### config.mk
export PLATFORM = sky130hd
export DESIGN_NAME = control_unit
export DESIGN_NICKNAME = d
export VERILOG_FILES = /design/src/rtl/cpu_pkg.sv /design/src/rtl/ctrl_decode.sv /design/src/rtl/control_unit.sv
export SDC_FILE = /design/constraint.sdc
export NUM_CORES = 1
export LEC_CHECK = 0
export CAP_MARGIN = 20
export CELL_PAD_IN_SITES_DETAIL_PLACEMENT = 0
export CELL_PAD_IN_SITES_GLOBAL_PLACEMENT = 1
export CORE_ASPECT_RATIO = 1.5
export CORE_UTILIZATION = 28
export CTS_BUF_LIST = sky130_fd_sc_hd__clkbuf_8
export CTS_CLUSTER_SIZE = 30
export DETAILED_ROUTE_END_ITERATION = 10
export HOLD_SLACK_MARGIN = 0.08
export MAX_ROUTING_LAYER = met4
export PLACE_DENSITY = 0.79
export SLEW_MARGIN = 20
export SYNTH_ARGS = -nofsm -noshare
export SYNTH_HDL_FRONTEND = slang
export SYNTH_SLANG_ARGS = --single-unit
### constraint.sdc
create_clock -name Clk -period 1.5 [get_ports Clk]
set_input_delay 0.15 -clock Clk [delete_from_list [all_inputs] [get_ports Clk]]
set_output_delay 0.15 -clock Clk [all_outputs]
set_load 0.03 [all_outputs]
### src/rtl/cpu_pkg.sv
// cpu_pkg: shared encodings for the Simple_CPU control path.
//   opcode_t  - instruction opcode held in IR[7:4]
//   ALU_*     - ALU operation selects, matching the ALU's own encoding
//   state_t   - sequencer states
//   DST_*, WB_*, ADDR_* - register-file target, write-back source, address source
//   ctrl_t    - bundle of every control output driven by the sequencer
package cpu_pkg;

    typedef enum logic [3:0] {
        OP_NOP, OP_MOVAB, OP_MOVBA, OP_INC,
        OP_ADD, OP_SUB, OP_AND, OP_OR,
        OP_SHR, OP_SHL, OP_LD, OP_ST,
        OP_JMP, OP_JC, OP_JZ, OP_HLT
    } opcode_t;

    localparam logic [3:0] ALU_SELA = 4'b0000;
    localparam logic [3:0] ALU_SELB = 4'b0001;
    localparam logic [3:0] ALU_INC  = 4'b0010;
    localparam logic [3:0] ALU_ADD  = 4'b0100;
    localparam logic [3:0] ALU_SUB  = 4'b0101;
    localparam logic [3:0] ALU_AND  = 4'b0110;
    localparam logic [3:0] ALU_OR   = 4'b0111;
    localparam logic [3:0] ALU_SHR  = 4'b1000;
    localparam logic [3:0] ALU_SHL  = 4'b1001;

    typedef enum logic [2:0] {
        S_FETCH, S_LOADIR, S_EXEC, S_MEMRD, S_JUMP, S_HALT
    } state_t;

    localparam logic DST_A   = 1'b0;
    localparam logic DST_B   = 1'b1;
    localparam logic WB_ALU  = 1'b0;
    localparam logic WB_MEM  = 1'b1;
    localparam logic ADDR_PC = 1'b0;
    localparam logic ADDR_B  = 1'b1;

    typedef struct packed {
        logic [3:0] alu_sel;
        logic       write_cz;
        logic       reg_write;
        logic       reg_dst;
        logic       wb_sel;
        logic       mem_read;
        logic       mem_write;
        logic       addr_sel;
        logic       pc_inc;
        logic       pc_load;
        logic       halt;
    } ctrl_t;

    // ALU select for the flag-writing arithmetic/logic opcodes.
    function automatic logic [3:0] alu_sel_of(input opcode_t op);
        case (op)
            OP_INC:  return ALU_INC;
            OP_ADD:  return ALU_ADD;
            OP_SUB:  return ALU_SUB;
            OP_AND:  return ALU_AND;
            OP_OR:   return ALU_OR;
            OP_SHR:  return ALU_SHR;
            OP_SHL:  return ALU_SHL;
            default: return ALU_SELA;
        endcase
    endfunction

endpackage

### src/rtl/ctrl_decode.sv
// ctrl_decode: combinational map from sequencer state and opcode to controls.
//   state      - current sequencer state
//   opcode     - IR[7:4]
//   cf, zf     - ALU flags, used only to resolve conditional jumps
//   ctrl       - control output bundle
//   next_state - state to enter at the next clock edge
module ctrl_decode
    import cpu_pkg::*;
(
    input  state_t  state,
    input  opcode_t opcode,
    input  logic    cf,
    input  logic    zf,
    output ctrl_t   ctrl,
    output state_t  next_state
);

    always_comb begin
        ctrl       = '0;
        next_state = state;
        case (state)
            S_FETCH: begin
                ctrl.mem_read = 1'b1;
                ctrl.addr_sel = ADDR_PC;
                ctrl.pc_inc   = 1'b1;
                next_state    = S_LOADIR;
            end
            S_LOADIR: next_state = S_EXEC;
            S_EXEC: begin
                next_state = S_FETCH;
                case (opcode)
                    OP_NOP: ;
                    OP_MOVAB: begin
                        ctrl.alu_sel   = ALU_SELB;
                        ctrl.reg_write = 1'b1;
                        ctrl.reg_dst   = DST_A;
                    end
                    OP_MOVBA: begin
                        ctrl.alu_sel   = ALU_SELA;
                        ctrl.reg_write = 1'b1;
                        ctrl.reg_dst   = DST_B;
                    end
                    OP_INC, OP_ADD, OP_SUB, OP_AND, OP_OR, OP_SHR, OP_SHL: begin
                        ctrl.alu_sel   = alu_sel_of(opcode);
                        ctrl.reg_write = 1'b1;
                        ctrl.reg_dst   = DST_A;
                        ctrl.write_cz  = 1'b1;
                    end
                    OP_LD: begin
                        ctrl.mem_read = 1'b1;
                        ctrl.addr_sel = ADDR_B;
                        next_state    = S_MEMRD;
                    end
                    OP_ST: begin
                        ctrl.mem_write = 1'b1;
                        ctrl.addr_sel  = ADDR_B;
                    end
                    // The target byte is read and skipped here whether or not the jump is taken.
                    OP_JMP, OP_JC, OP_JZ: begin
                        ctrl.mem_read = 1'b1;
                        ctrl.addr_sel = ADDR_PC;
                        ctrl.pc_inc   = 1'b1;
                        next_state    = S_JUMP;
                    end
                    OP_HLT: next_state = S_HALT;
                endcase
            end
            S_MEMRD: begin
                ctrl.reg_write = 1'b1;
                ctrl.reg_dst   = DST_A;
                ctrl.wb_sel    = WB_MEM;
                next_state     = S_FETCH;
            end
            S_JUMP: begin
                ctrl.pc_load = (opcode == OP_JMP) | ((opcode == OP_JC) & cf) | ((opcode == OP_JZ) & zf);
                next_state   = S_FETCH;
            end
            S_HALT: ctrl.halt = 1'b1;
            default: next_state = S_FETCH;
        endcase
    end

endmodule

### src/rtl/control_unit.sv
// control_unit: multi-cycle instruction sequencer for the Simple_CPU datapath.
//   Clk, Reset        - clock and synchronous active-high reset
//   MemData           - memory read data, valid the cycle after MemRead
//   CF, ZF            - ALU flags
//   ALUSel, WriteCZ   - ALU operation select and flag-update enable
//   RegWrite, RegDst, WBSel - register-file write controls
//   MemRead, MemWrite, AddrSel - memory strobes and address source
//   PCInc, PCLoad     - program-counter controls (PCLoad wins)
//   Halt              - high while halted
module control_unit
    import cpu_pkg::*;
#(
    parameter int WIDTH_DATA_LENGTH   = 8,
    parameter int WIDTH_ALUSEL_LENGTH = 4
) (
    input  logic                           Clk,
    input  logic                           Reset,
    input  logic [WIDTH_DATA_LENGTH-1:0]   MemData,
    input  logic                           CF,
    input  logic                           ZF,
    output logic [WIDTH_ALUSEL_LENGTH-1:0] ALUSel,
    output logic                           WriteCZ,
    output logic                           RegWrite,
    output logic                           RegDst,
    output logic                           WBSel,
    output logic                           MemRead,
    output logic                           MemWrite,
    output logic                           AddrSel,
    output logic                           PCInc,
    output logic                           PCLoad,
    output logic                           Halt
);

    state_t                         state_q, state_d;
    logic [WIDTH_DATA_LENGTH-1:0]   ir_q, ir_d;
    opcode_t                        opcode;
    ctrl_t                          ctrl, ctrl_o;
    logic                           unused_ir_lo;

    assign opcode       = opcode_t'(ir_q[WIDTH_DATA_LENGTH-1 -: 4]);
    assign unused_ir_lo = ^ir_q[WIDTH_DATA_LENGTH-5:0];

    ctrl_decode u_decode (
        .state      (state_q),
        .opcode     (opcode),
        .cf         (CF),
        .zf         (ZF),
        .ctrl       (ctrl),
        .next_state (state_d)
    );

    always_comb begin
        ir_d   = (state_q == S_LOADIR) ? MemData : ir_q;
        // Gating during reset keeps an aborted instruction from writing anything.
        ctrl_o = Reset ? '0 : ctrl;
    end

    always_ff @(posedge Clk) begin
        if (Reset) begin
            state_q <= S_FETCH;
            ir_q    <= '0;
        end else begin
            state_q <= state_d;
            ir_q    <= ir_d;
        end
    end

    assign ALUSel   = WIDTH_ALUSEL_LENGTH'(ctrl_o.alu_sel);
    assign WriteCZ  = ctrl_o.write_cz;
    assign RegWrite = ctrl_o.reg_write;
    assign RegDst   = ctrl_o.reg_dst;
    assign WBSel    = ctrl_o.wb_sel;
    assign MemRead  = ctrl_o.mem_read;
    assign MemWrite = ctrl_o.mem_write;
    assign AddrSel  = ctrl_o.addr_sel;
    assign PCInc    = ctrl_o.pc_inc;
    assign PCLoad   = ctrl_o.pc_load;
    assign Halt     = ctrl_o.halt;

endmodule

==> results of run 1 <==
flip-flops by register name, indices dropped and copies added (netlist names):
register / flops
state_q: 3
ir_q: 4
critical path: stages (launching register included):
cell	delay, ps
dfxtp_2	350
nor3_4	180
nand2_2	130
buf_4	170
nor2_1	100
buf_4	160
synthesized netlist by cell type:
cell type,count,area (µm²)
a211oi_1,2,15.0
a21oi_1,4,20.0
a21oi_2,2,17.5
a2bb2oi_1,1,8.76
buf_2,4,20.0
buf_4,1,7.51
buf_6,2,22.5
dfxtp_1,7,140
inv_1,2,7.51
nand2_1,8,30.0
nand2_2,1,6.26
nand2b_1,2,12.5
nand2b_2,1,8.76
nand3_1,4,20.0
nand3b_1,1,7.51
nand4bb_1,1,11.3
nor2_1,6,22.5
nor3_1,3,15.0
nor3_2,1,10.0
nor3_4,1,16.3
nor3b_1,1,7.51
nor3b_2,1,12.5
nor4_1,2,12.5
nor4bb_1,1,10.0
o21a_1,1,7.51
o21ai_0,5,25.0
o21bai_1,1,7.51
o22ai_1,1,6.26
o31a_1,1,8.76
o31ai_1,1,7.51
or3_4,1,11.3
xnor2_1,1,8.76
xor2_1,1,8.76
timing repair:
item	CTS	global route
buffers inserted	0	0
resized for setup	7	3
pin swaps	1	2
setup endpoints to repair	11	11
hold endpoints to repair	0	0
placed cells by master (no fill, tap or decap), drive strengths merged, types with 2 or more instances in the layout:
cell type and instances:
clkdlybuf4s50 6, nor4 2, clkbuf 3, nand2b 3, dfxtp 7, inv 3, a211oi 2, o21ai 5
nor3 5, nor3b 2, nor2 6, nand3 4, buf 21, a21oi 6, nand2 9
kinds of logic after synthesis:
family	count (synthesis)
flops	7
compound gates	19
buf+inv	9
xor+xnor	2
simple gates	35
power by group:
part	internal (mW)	switching, mW	leakage [nW]
registers	0.199	0.0316	0.0604
clock network	0.176	0.0737	0.0269
logic	0.0770	0.0698	0.241
total	0.452	0.175	0.328
final cells by class:
| class | count | area share [%] |
|---|---|---|
| Inverter | 2 | 0.889 |
| Clock inverter | 1 | 0.444 |
| Tap cell | 21 | 3.11 |
| Multi-Input combinational cell | 56 | 45.8 |
| Sequential cell | 7 | 18.1 |
| Timing Repair Buffer | 28 | 26.8 |
| Clock buffer | 3 | 4.89 |
worst paths after layout:
path | start | endpoint | slack, ps | cells after the start
max | state_q[0] | ALUSel[0] | 40 | 5
min | MemData[7] | ir_q[7] | 470 | 3
max reg2reg | state_q[2] | ir_q[6] | 390 | 4
min reg2reg | ir_q[4] | ir_q[4] | 560 | 2
through the flow:
| step | hold slack [ps] | cells | utilization [%] | power, mW | TNS, ps |
|---|---|---|---|---|---|
| after floorplan | 286 | 72 | - | 0.331 | -274 |
| after global placement | 619 | 114 | 42.2 | 0.379 | -458 |
| after detailed placement | 627 | 114 | 42.2 | 0.381 | -621 |
| after CTS | 464 | 118 | 45.2 | 0.640 | -3.80 |
| after global routing | 485 | 118 | 45.5 | 0.666 | -105 |
| final | 469 | 118 | 45.5 | 0.628 | 0 |
routing by layer:
layer | vias up | share of wire, %
li1 | 304 | -
met1 | 268 | 42
met2 | 12 | 52
met3 | 4 | 3.3
met4 | 0 | 2.0
met5 | - | 0
==> metrics.md, run 1 <==
| Metric | Value |
|---|---|
| GP Congestion | 0.759 |
| Synth warn | 0 |
| Initial antenna violation count | 0 |
| Gr busiest metal | met2 |
| Critical Path Fanout Max | 6 |
| Slew Viols, Final | 0 |
| Pre-Repair DR Iteration Count | 3 |
| Met2 usage | 23.7% |
| Final Cycle Share | 97.2% |
| Synth cell types | 33 |
| Syn_nets | 84 |
| CTS tree | done |
| CP arrival | 1310 ps |
| Final Hold Vio Count | 0 |
| Gr ovfl total | 0 |
| DR WL/cell | 11.3 µm |
| Period minus WS final | 1460 ps |
| Outcome | complete, no violations |
| WS Path Type | reg2out |
| Post-synthesis adder-cell area fraction | 0% |
| PD cells | 743 nW/µm² |
| DIE AREA | 2160 µm² |
| DR iter-0 viols | 11 |
| Final instance area | 845 µm² |
| Core box area | 1850 µm² |
| CTS Buf Count | 3 |
| Leak | 0.328 nW |
| Dpl cell area | 783 µm² |
| Worst hold path class | in2reg |
| Area Overhead vs Synth | 52.7% |
| Unrepaired setup endpoints after global routing | true |
| Complex-gate fraction of the synthesized area | 22.4% |
| Clock latency on the worst-skew pair | 220 ps |
| CP required | 1350 ps |
| Gr usage total | 15.1% |
| Synth Instances | 72 |
| Pin count of the biggest net entering global routing | 14 |
| Cell area after synthesis | 553 µm² |
| # rows | 19 |
| Area of the multi-input gates | 387 µm² |
| Sequential element share of the synthesized area | 25.3% |
| Setup WS post-layout | 42.4 ps |
| Residual DRC | 0 |
| Synth Area in Simple Gates | 38.7% |
| Max_slew headroom | 79.7% |
| FF+latch area | 153 µm² |
| Vias per Instance | 4.98 |
| # port buffers | 21 |
| Reg clk slew, reported paths | 40 ps |
| Post-Synth XOR/XNOR Area | 3.17% |
| Synth Register Bits | 7 |
| Post-DP HPWL | 1010 µm |
| Pre-CTS WS | -98.5 ps |
| Hold buffer count at cts | 0 |
| Nets | 110 |
| Main combinational cell family by area after synthesis | simple AND/OR/NAND/NOR gates |
| Final clock skew | 1.87 ps |
| Vias in the first global route | 528 |
| CP Launch Type | register |
| Root Driver | clkbuf_8 |
| CTS H-tree depth | 1 |
| Max IR drop VDD | 0.688 mV |
| Met3 usage | 3.56% |
| TritonCTS sink count | 7 |
| Boundary pin count | 26 |
| Mux share of post-synthesis cell area | 0% |
| DIE WIDTH | 38.3 µm |
| # setup viols final | 0 |
| Final ANT Viol Nets | 0 |
| CP Capture Type | output pin |
| Worst Tran Pin Value | 302 ps |
| Syn avg cell area | 7.68 µm² |
| Met1 Usage GRT | 17.8% |
| Fillcell total | 201 |
| Antenna diodes | 0 |
| Global-route wire length before repair | 2320 µm |
| Via Count | 588 |
| Initial Util | 29.8% |
| Layout cells sized above 1 | 45.4% |
| Die Ht | 56.4 µm |
| Post-Route WL | 1330 µm |
| Fmax | 686 MHz |
| Max-Cap Viols | 0 |
| Clock tree buffer depth | 2 |
Note: power is estimated with default switching activity, not from simulation.
==> run 2, diff against run 1 <==
Settings changed: CORE_UTILIZATION 28 to 30, PLACE_DENSITY 0.79 to 0.8, SYNTH_HIERARCHICAL set to 1.
==> metrics.md, run 2 <==
| Metric | Value |
|---|---|
| Fillcell total | 191 (-5.0%) |
| Fmax | 545 MHz (-21%) |
| Antenna diodes | 0 (unchanged) |
| Gr ovfl total | 0 (unchanged) |
| Switch Pwr | 0.200 mW (+14%) |
| Clock latency on the worst-skew pair | 220 ps (about the same) |
| WS Path Type | reg2out |
| Critical path buffers and inverters | 1 (-1) |
| Final ANT Viol Nets | 0 (unchanged) |
| Post-Route WL | 1760 µm (+32%) |
| Comb pwr share | 32.0% (+8.6 points) |
| DR WL/cell | 12.6 µm (+11%) |
| Critical path's slowest cell | or3b_4 |
| # setup viols final | 14 (+14) |
| Global-route wire length before repair | 2890 µm (+25%) |
| Worst-path cell chain | or3b_1 > or3b_4 > nor3_2 > nor2b_4 > buf_6 |
| Final Hold Vio Count | 0 (unchanged) |
| Critical path's top delay family | simple AND/OR/NAND/NOR gates |
| Boundary pin count | 26 (unchanged) |
| Slew Viols, Final | 0 (unchanged) |
| Post-synth top flop | dfxtp_1 |
| R2r worst-path depth | 5 (+1) |
| Synth top area cells | dfxtp_1 (22%), nor2b_1 (18%), nand2b_1 (11%) |
| Count leader, synth | nor2b_1 |
| Most frequent cells after synthesis | nor2b_1 (18), nand2b_1 (11), dfxtp_1 (7), nand2_1 (5) |
| Nets | 131 (+19%) |
| Critical Path Fanout Max | 2 (-4) |
| Synth Register Bits | 7 (unchanged) |
| Internal power | 0.492 mW (+8.8%) |
| Syn_nets | 96 (+14%) |
| Top cell type's share of synthesized area | 22.0% (-3.3 points) |
| Beginning of the critical path | state_q[2] |
| Residual DRC | 0 (unchanged) |
| CTS tree | done |
| Setup WS post-layout | -334 ps (-377 ps) |
| CTS H-tree depth | 1 (unchanged) |
| Final instance area | 1150 µm² (+36%) |
| # rows | 20 (+1) |
| Vias per Instance | 5.09 (+2.1%) |
| Sequential power share | 31.2% (-5.6 points) |
| CP required | 1350 ps (about the same) |
| Max_slew headroom | 78.2% (-1.5 points) |
| # port buffers | 21 (unchanged) |
| Commonest cells after routing, fill and taps aside | buf_4 (18), buf_6 (11), nand2b_1 (9) |
| Area Overhead vs Synth | 80.9% |
| Synth warn | 6 (+6) |
| Vias in the first global route | 696 (+32%) |
| Die Ht | 58.4 µm (+3.4%) |
| Layout cells sized above 1 | 54.2% (+8.9 points) |
| Post-synth top area cell | dfxtp_1 |
| Async set-reset flop share out of synthesis | 0% (unchanged) |
| CP arrival | 1680 ps (+370 ps) |
| R2R Path End | state_q[0] |
| DIE AREA | 2310 µm² (+6.9%) |
| Setup Fix Bufs, Post-CTS | 0 (unchanged) |
| DR iter-0 viols | 27 (+16) |
| Sequential element share of the synthesized area | 22.0% (-3.3 points) |
| CP Launch Type | register |
| Final Cycle Share | 122% (+25 points) |
| Root Driver | clkbuf_8 |
| GP Congestion | 0.774 (+2.1%) |
| DIE WIDTH | 39.6 µm (+3.4%) |
| PD cells | 602 nW/µm² (-19%) |
| CP Capture Type | output pin |
| Unrepaired setup endpoints after global routing | true |
| Gr usage total | 18.2% (+3.1 points) |
| CTS Buf Count | 3 (unchanged) |
| CP peak stage delay | 390 ps (+40 ps) |
| Failing checks | negative setup slack |
| Post-synth EDFFs | 0 (unchanged) |
| Hold Path Stages | 3 (unchanged) |
| Clock group share of total power | 36.8% (-3.0 points) |
| R2R setup slack | -60 ps (-450 ps) |
| Clock tree buffer depth | 2 (unchanged) |
| Synth cell types | 31 (-6.1%) |
| Final clock skew | 1.16 ps (-0.712 ps) |
| Via Count | 712 (+21%) |
| Outcome | finished with violations |
| Worst Tran Pin Value | 324 ps (+22.4 ps) |
| Setup_tns | -2300 ps (-2300 ps) |
| Hold path startpoint | MemData[4] |
| Pre-Repair DR Iteration Count | 6 (+3) |
| Reg clk slew, reported paths | 40 ps (about the same) |
| Max FFs per register | 4 (unchanged) |
| Post-DP HPWL | 1280 µm (+27%) |
| Initial Util | 31.8% (+1.9 points) |
| Max IR drop VDD | 0.404 mV (-41%) |
| Most flops, register | ir_q |
| Cell area after synthesis | 636 µm² (+15%) |
| Biggest registers after layout | ir_q: 4 flops, state_q: 3 flops |
| TritonCTS sink count | 7 (unchanged) |
| Initial antenna violation count | 0 (unchanged) |
| Leak | 0.466 nW (+42%) |
| Core box area | 2000 µm² (+8.0%) |
| R2r startpoint | state_q[0] |
| Pin count of the biggest net entering global routing | 14 (unchanged) |
| Worst hold path class | in2reg |
| Hold Crit Endpoint | ir_q[4] |
| Commonest non-fill, non-tap cell in the layout | buf_4 |
| Period minus WS final | 1830 ps (+377 ps) |
| Syn avg cell area | 7.57 µm² (-1.5%) |
| Sw Ratio | 28.9% (+0.95 points) |
| Dpl cell area | 970 µm² (+24%) |
| Synth Instances | 84 (+17%) |
| Max-Cap Viols | 0 (unchanged) |
==> run 2: cell types whose count changed in the layout (fill, tap and decap cells not counted), sizes merged, moves of 3 or more <==
cell | before | now
nand3 | 4 | 1
mux2i | 0 | 4
a21oi | 6 | 3
buf | 21 | 29
nand2b | 3 | 11
nand2 | 9 | 5
nor2b | 0 | 18
o21ai | 5 | 1
==> run 2: logic make-up after synthesis <==
kind of cell           synth area share [%]
multiplexers                           6.30
AO/OA/AOI/OAI                          10.8
buffers and inverters                  6.30
AND/OR/NAND/NOR                        54.5
flip-flops                             22.0
==> run 2: routing by layer <==
layer | vias to the layer above | part of all wire, % | global-route usage [%]
met4 | 0 | 1.4 | 8.87
met5 | - | 0 | -
met3 | 4 | 6.1 | 3.02
met1 | 323 | 37 | 20.5
met2 | 31 | 56 | 29.7
li1 | 354 | - | -
==> run 2: stage by stage <==
stage               setup WS, ps  util [%]  hold slack [ps]  cells  power, mW
finish                      -334      57.4              485    140      0.692
global route                -424      57.4              509    140      0.734
CTS                         -348      53.9              481    140      0.688
detailed placement          -142      48.4              597    136      0.413
global placement            -132      48.4              585    136      0.411
floorplan                   -253         -              305     84      0.336
==> run 2: worst max-delay path by stage <==
stage | to | slack, ps | cells after the start
after floorplan | RegDst | -250 | 5
final | RegDst | -330 | 5
after global routing | RegDst | -420 | 5
after CTS | RegDst | -350 | 5
after global placement | PCLoad | -130 | 6
after detailed placement | RegDst | -140 | 5
==> run 2: timing repair <==
item,CTS,global route
endpoints found under the setup margin,14,15
gates resized for setup,21,17
pin swaps,3,0
hold buffers,0,0
==> run 2: area by class of cell <==
class                           count  area (µm²)  area share (%)
Inverter                            2        7.51           0.653
Clock buffer                        3        41.3            3.59
Tap cell                           22        27.5            2.39
Sequential cell                     7         155            13.5
Multi-Input combinational cell     69         581            50.5
Clock inverter                      1        3.75           0.326
Timing Repair Buffer               36         334            29.1
==> run 2: power by group through the flow <==
stage / sequential (mW) / combinational (mW) / clock (mW)
after global routing: 0.219 / 0.239 / 0.276
after global placement: 0.218 / 0.194 / 0
after floorplan: 0.214 / 0.121 / 0
after CTS: 0.217 / 0.205 / 0.266
final: 0.216 / 0.221 / 0.255
after detailed placement: 0.218 / 0.195 / 0
==> run 2: worst min-delay path: stages <==
cell and delay (ps):
clkdlybuf4s50_1 390, nand2b_1 60, mux2i_1 60
==> run 3, diff against run 2 <==
Settings changed: CORE_MARGIN set to 2.
==> metrics.md, run 3 (synthesis results as in run 2) <==
| Metric | Value |
|---|---|
| Commonest non-fill, non-tap cell in the layout | buf_4 |
| CP most frequent cell | or3b_4 |
| Pin count of the biggest net entering global routing | 14 (unchanged) |
| Gr ovfl total | 0 (unchanged) |
| Pre-Repair DR Iteration Count | 4 (-2) |
| DIE AREA | 2510 µm² (+8.7%) |
| Final clock skew | 6.79 ps (+5.63 ps) |
| Outcome | finished with violations |
| WS Path Type | reg2out |
| Period minus WS final | 1860 ps (+21.2 ps) |
| CTS Buf Count | 3 (unchanged) |
| Post-DP HPWL | 1250 µm (-2.8%) |
| DR iter-0 viols | 5 (-81%) |
| Hold buffer count at cts | 0 (unchanged) |
| Antenna diodes | 0 (unchanged) |
| Leak | 0.467 nW (+0.26%) |
| Final core utilization | 57.2% (-0.22 points) |
| GP Congestion | 0.776 (+0.18%) |
| CP Capture Type | output pin |
| Critical path's slowest cell | or3b_4 |
| Critical path's top delay family | simple AND/OR/NAND/NOR gates |
| TritonCTS sink count | 7 (unchanged) |
| Residual DRC | 0 (unchanged) |
| Dpl cell area | 962 µm² (-0.77%) |
| # rows | 20 (unchanged) |
| # port buffers | 21 (unchanged) |
| Failing checks | negative setup slack |
| CTS tree | done |
| Max_slew headroom | 75.2% (-3.0 points) |
| Final Hold Vio Count | 0 (unchanged) |
| Setup_tns | -2390 ps (-91.6 ps) |
| Clock latency on the worst-skew pair | 230 ps (about the same) |
| Initial antenna violation count | 0 (unchanged) |
| Setup WS post-layout | -356 ps (-21.2 ps) |
| Worst hold path class | in2reg |
| Global-route wire length before repair | 3030 µm (+4.8%) |
| Fin cells | 140 (unchanged) |
| CP arrival | 1710 ps (+30 ps) |
| Vias in the first global route | 696 (unchanged) |
| DR WL/cell | 12.5 µm (-0.91%) |
| Biggest registers after layout | ir_q: 4 flops, state_q: 3 flops |
| Fillcell total | 200 (+4.7%) |
| Smallest hold slack | 477 ps (-7.85 ps) |
| Fmax | 539 MHz (-1.1%) |
| Critical Path Fanout Max | 2 (unchanged) |
| CTS H-tree depth | 1 (unchanged) |
| PD cells | 617 nW/µm² (+2.5%) |
| Final Cycle Share | 124% (+1.4 points) |
| Boundary pin count | 26 (unchanged) |
| Nets | 131 (unchanged) |
| Final ANT Viol Nets | 0 (unchanged) |
| Via Count | 698 (-2.0%) |
| Max IR drop VDD | 0.435 mV (+7.8%) |
| Area Overhead vs Synth | 82.5% |
| DIE WIDTH | 41.6 µm (+5.1%) |
| Slew Viols, Final | 0 (unchanged) |
| Clock tree buffer depth | 2 (unchanged) |
| Tot Pwr | 0.716 mW (+3.4%) |
| Final instance area | 1160 µm² (+0.87%) |
| Vias per Instance | 4.99 (-2.0%) |
| Root Driver | clkbuf_8 |
| CP required | 1350 ps (about the same) |
| CP peak stage delay | 380 ps (about the same) |
| Post-Route WL | 1740 µm (-0.91%) |
| Unrepaired setup endpoints after global routing | true |
| Max-Cap Viols | 0 (unchanged) |
| Core box area | 2030 µm² (+1.2%) |
| Commonest cells after routing, fill and taps aside | buf_4 (16), buf_6 (13), nand2b_1 (9) |
| Max FFs per register | 4 (unchanged) |
| Die Ht | 60.4 µm (+3.4%) |
| Pre-CTS WS | -142 ps (+0.185 ps) |
| Most flops, register | ir_q |
| # setup viols final | 14 (unchanged) |
| Worst-path cell chain | or3b_4 > or3b_4 > nor3_2 > nor2b_4 > buf_6 |
| Critical path buffers and inverters | 1 (unchanged) |
| Initial Util | 31.4% (-0.39 points) |
| Reg clk slew, reported paths | 50 ps (about the same) |
| Gr usage total | 16.2% (-1.9 points) |
| Cell count after placement | 135 (-0.74%) |
| Worst Tran Pin Value | 369 ps (+45.2 ps) |
| Layout cells sized above 1 | 56.8% (+2.5 points) |
| CP Launch Type | register |
==> run 3: cell types whose count changed in the layout (fill, tap and decap cells not counted), sizes merged <==
cell	change
clkdlybuf4s50	+1
clkinv	+1
dlymetal6s2s	-1
inv	-1
==> run 3: area by class of cell <==
type | count | area [µm²] | area share [%]
multi-input combinational | 69 | 583 | 50.3
timing repair buffer | 36 | 339 | 29.2
sequential | 7 | 156 | 13.5
clock buffer | 3 | 41.3 | 3.56
tap | 22 | 27.5 | 2.37
inverter | 2 | 7.51 | 0.647
clock inverter | 1 | 5.00 | 0.432
==> run 3: final timing paths <==
check | start | to | slack [ps] | cells after the start
hold / removal | MemData[7] | ir_q[7] | 480 | 3
setup / recovery | state_q[1] | RegDst | -360 | 5
hold reg to reg | ir_q[5] | ir_q[5] | 540 | 2
setup reg to reg | state_q[0] | state_q[0] | -70 | 5
==> run 3: power by group <==
| part | internal [mW] | switching, mW |
|---|---|---|
| sequential | 0.200 | 0.0163 |
| combinational | 0.125 | 0.107 |
| clock | 0.180 | 0.0869 |
| total | 0.506 | 0.210 |
==> run 3: layer usage <==
metal	vias to the layer above	global-route usage [%]	routed length (µm)
met5	-	-	0
met4	0	8.29	9
met3	2	2.68	78
met2	18	28.6	931
met1	328	17.6	724
li1	350	-	-
==> run 3: tightest hold or removal path, stage by stage <==
cell,delay [ps]
clkdlybuf4s50_1,390
nand2b_1,60
mux2i_1,60
==> run 3: what timing repair did <==
item	CTS	global route
buffers inserted	1	0
gates resized for setup	20	21
setup endpoints to repair	14	15
pin swaps	5	4
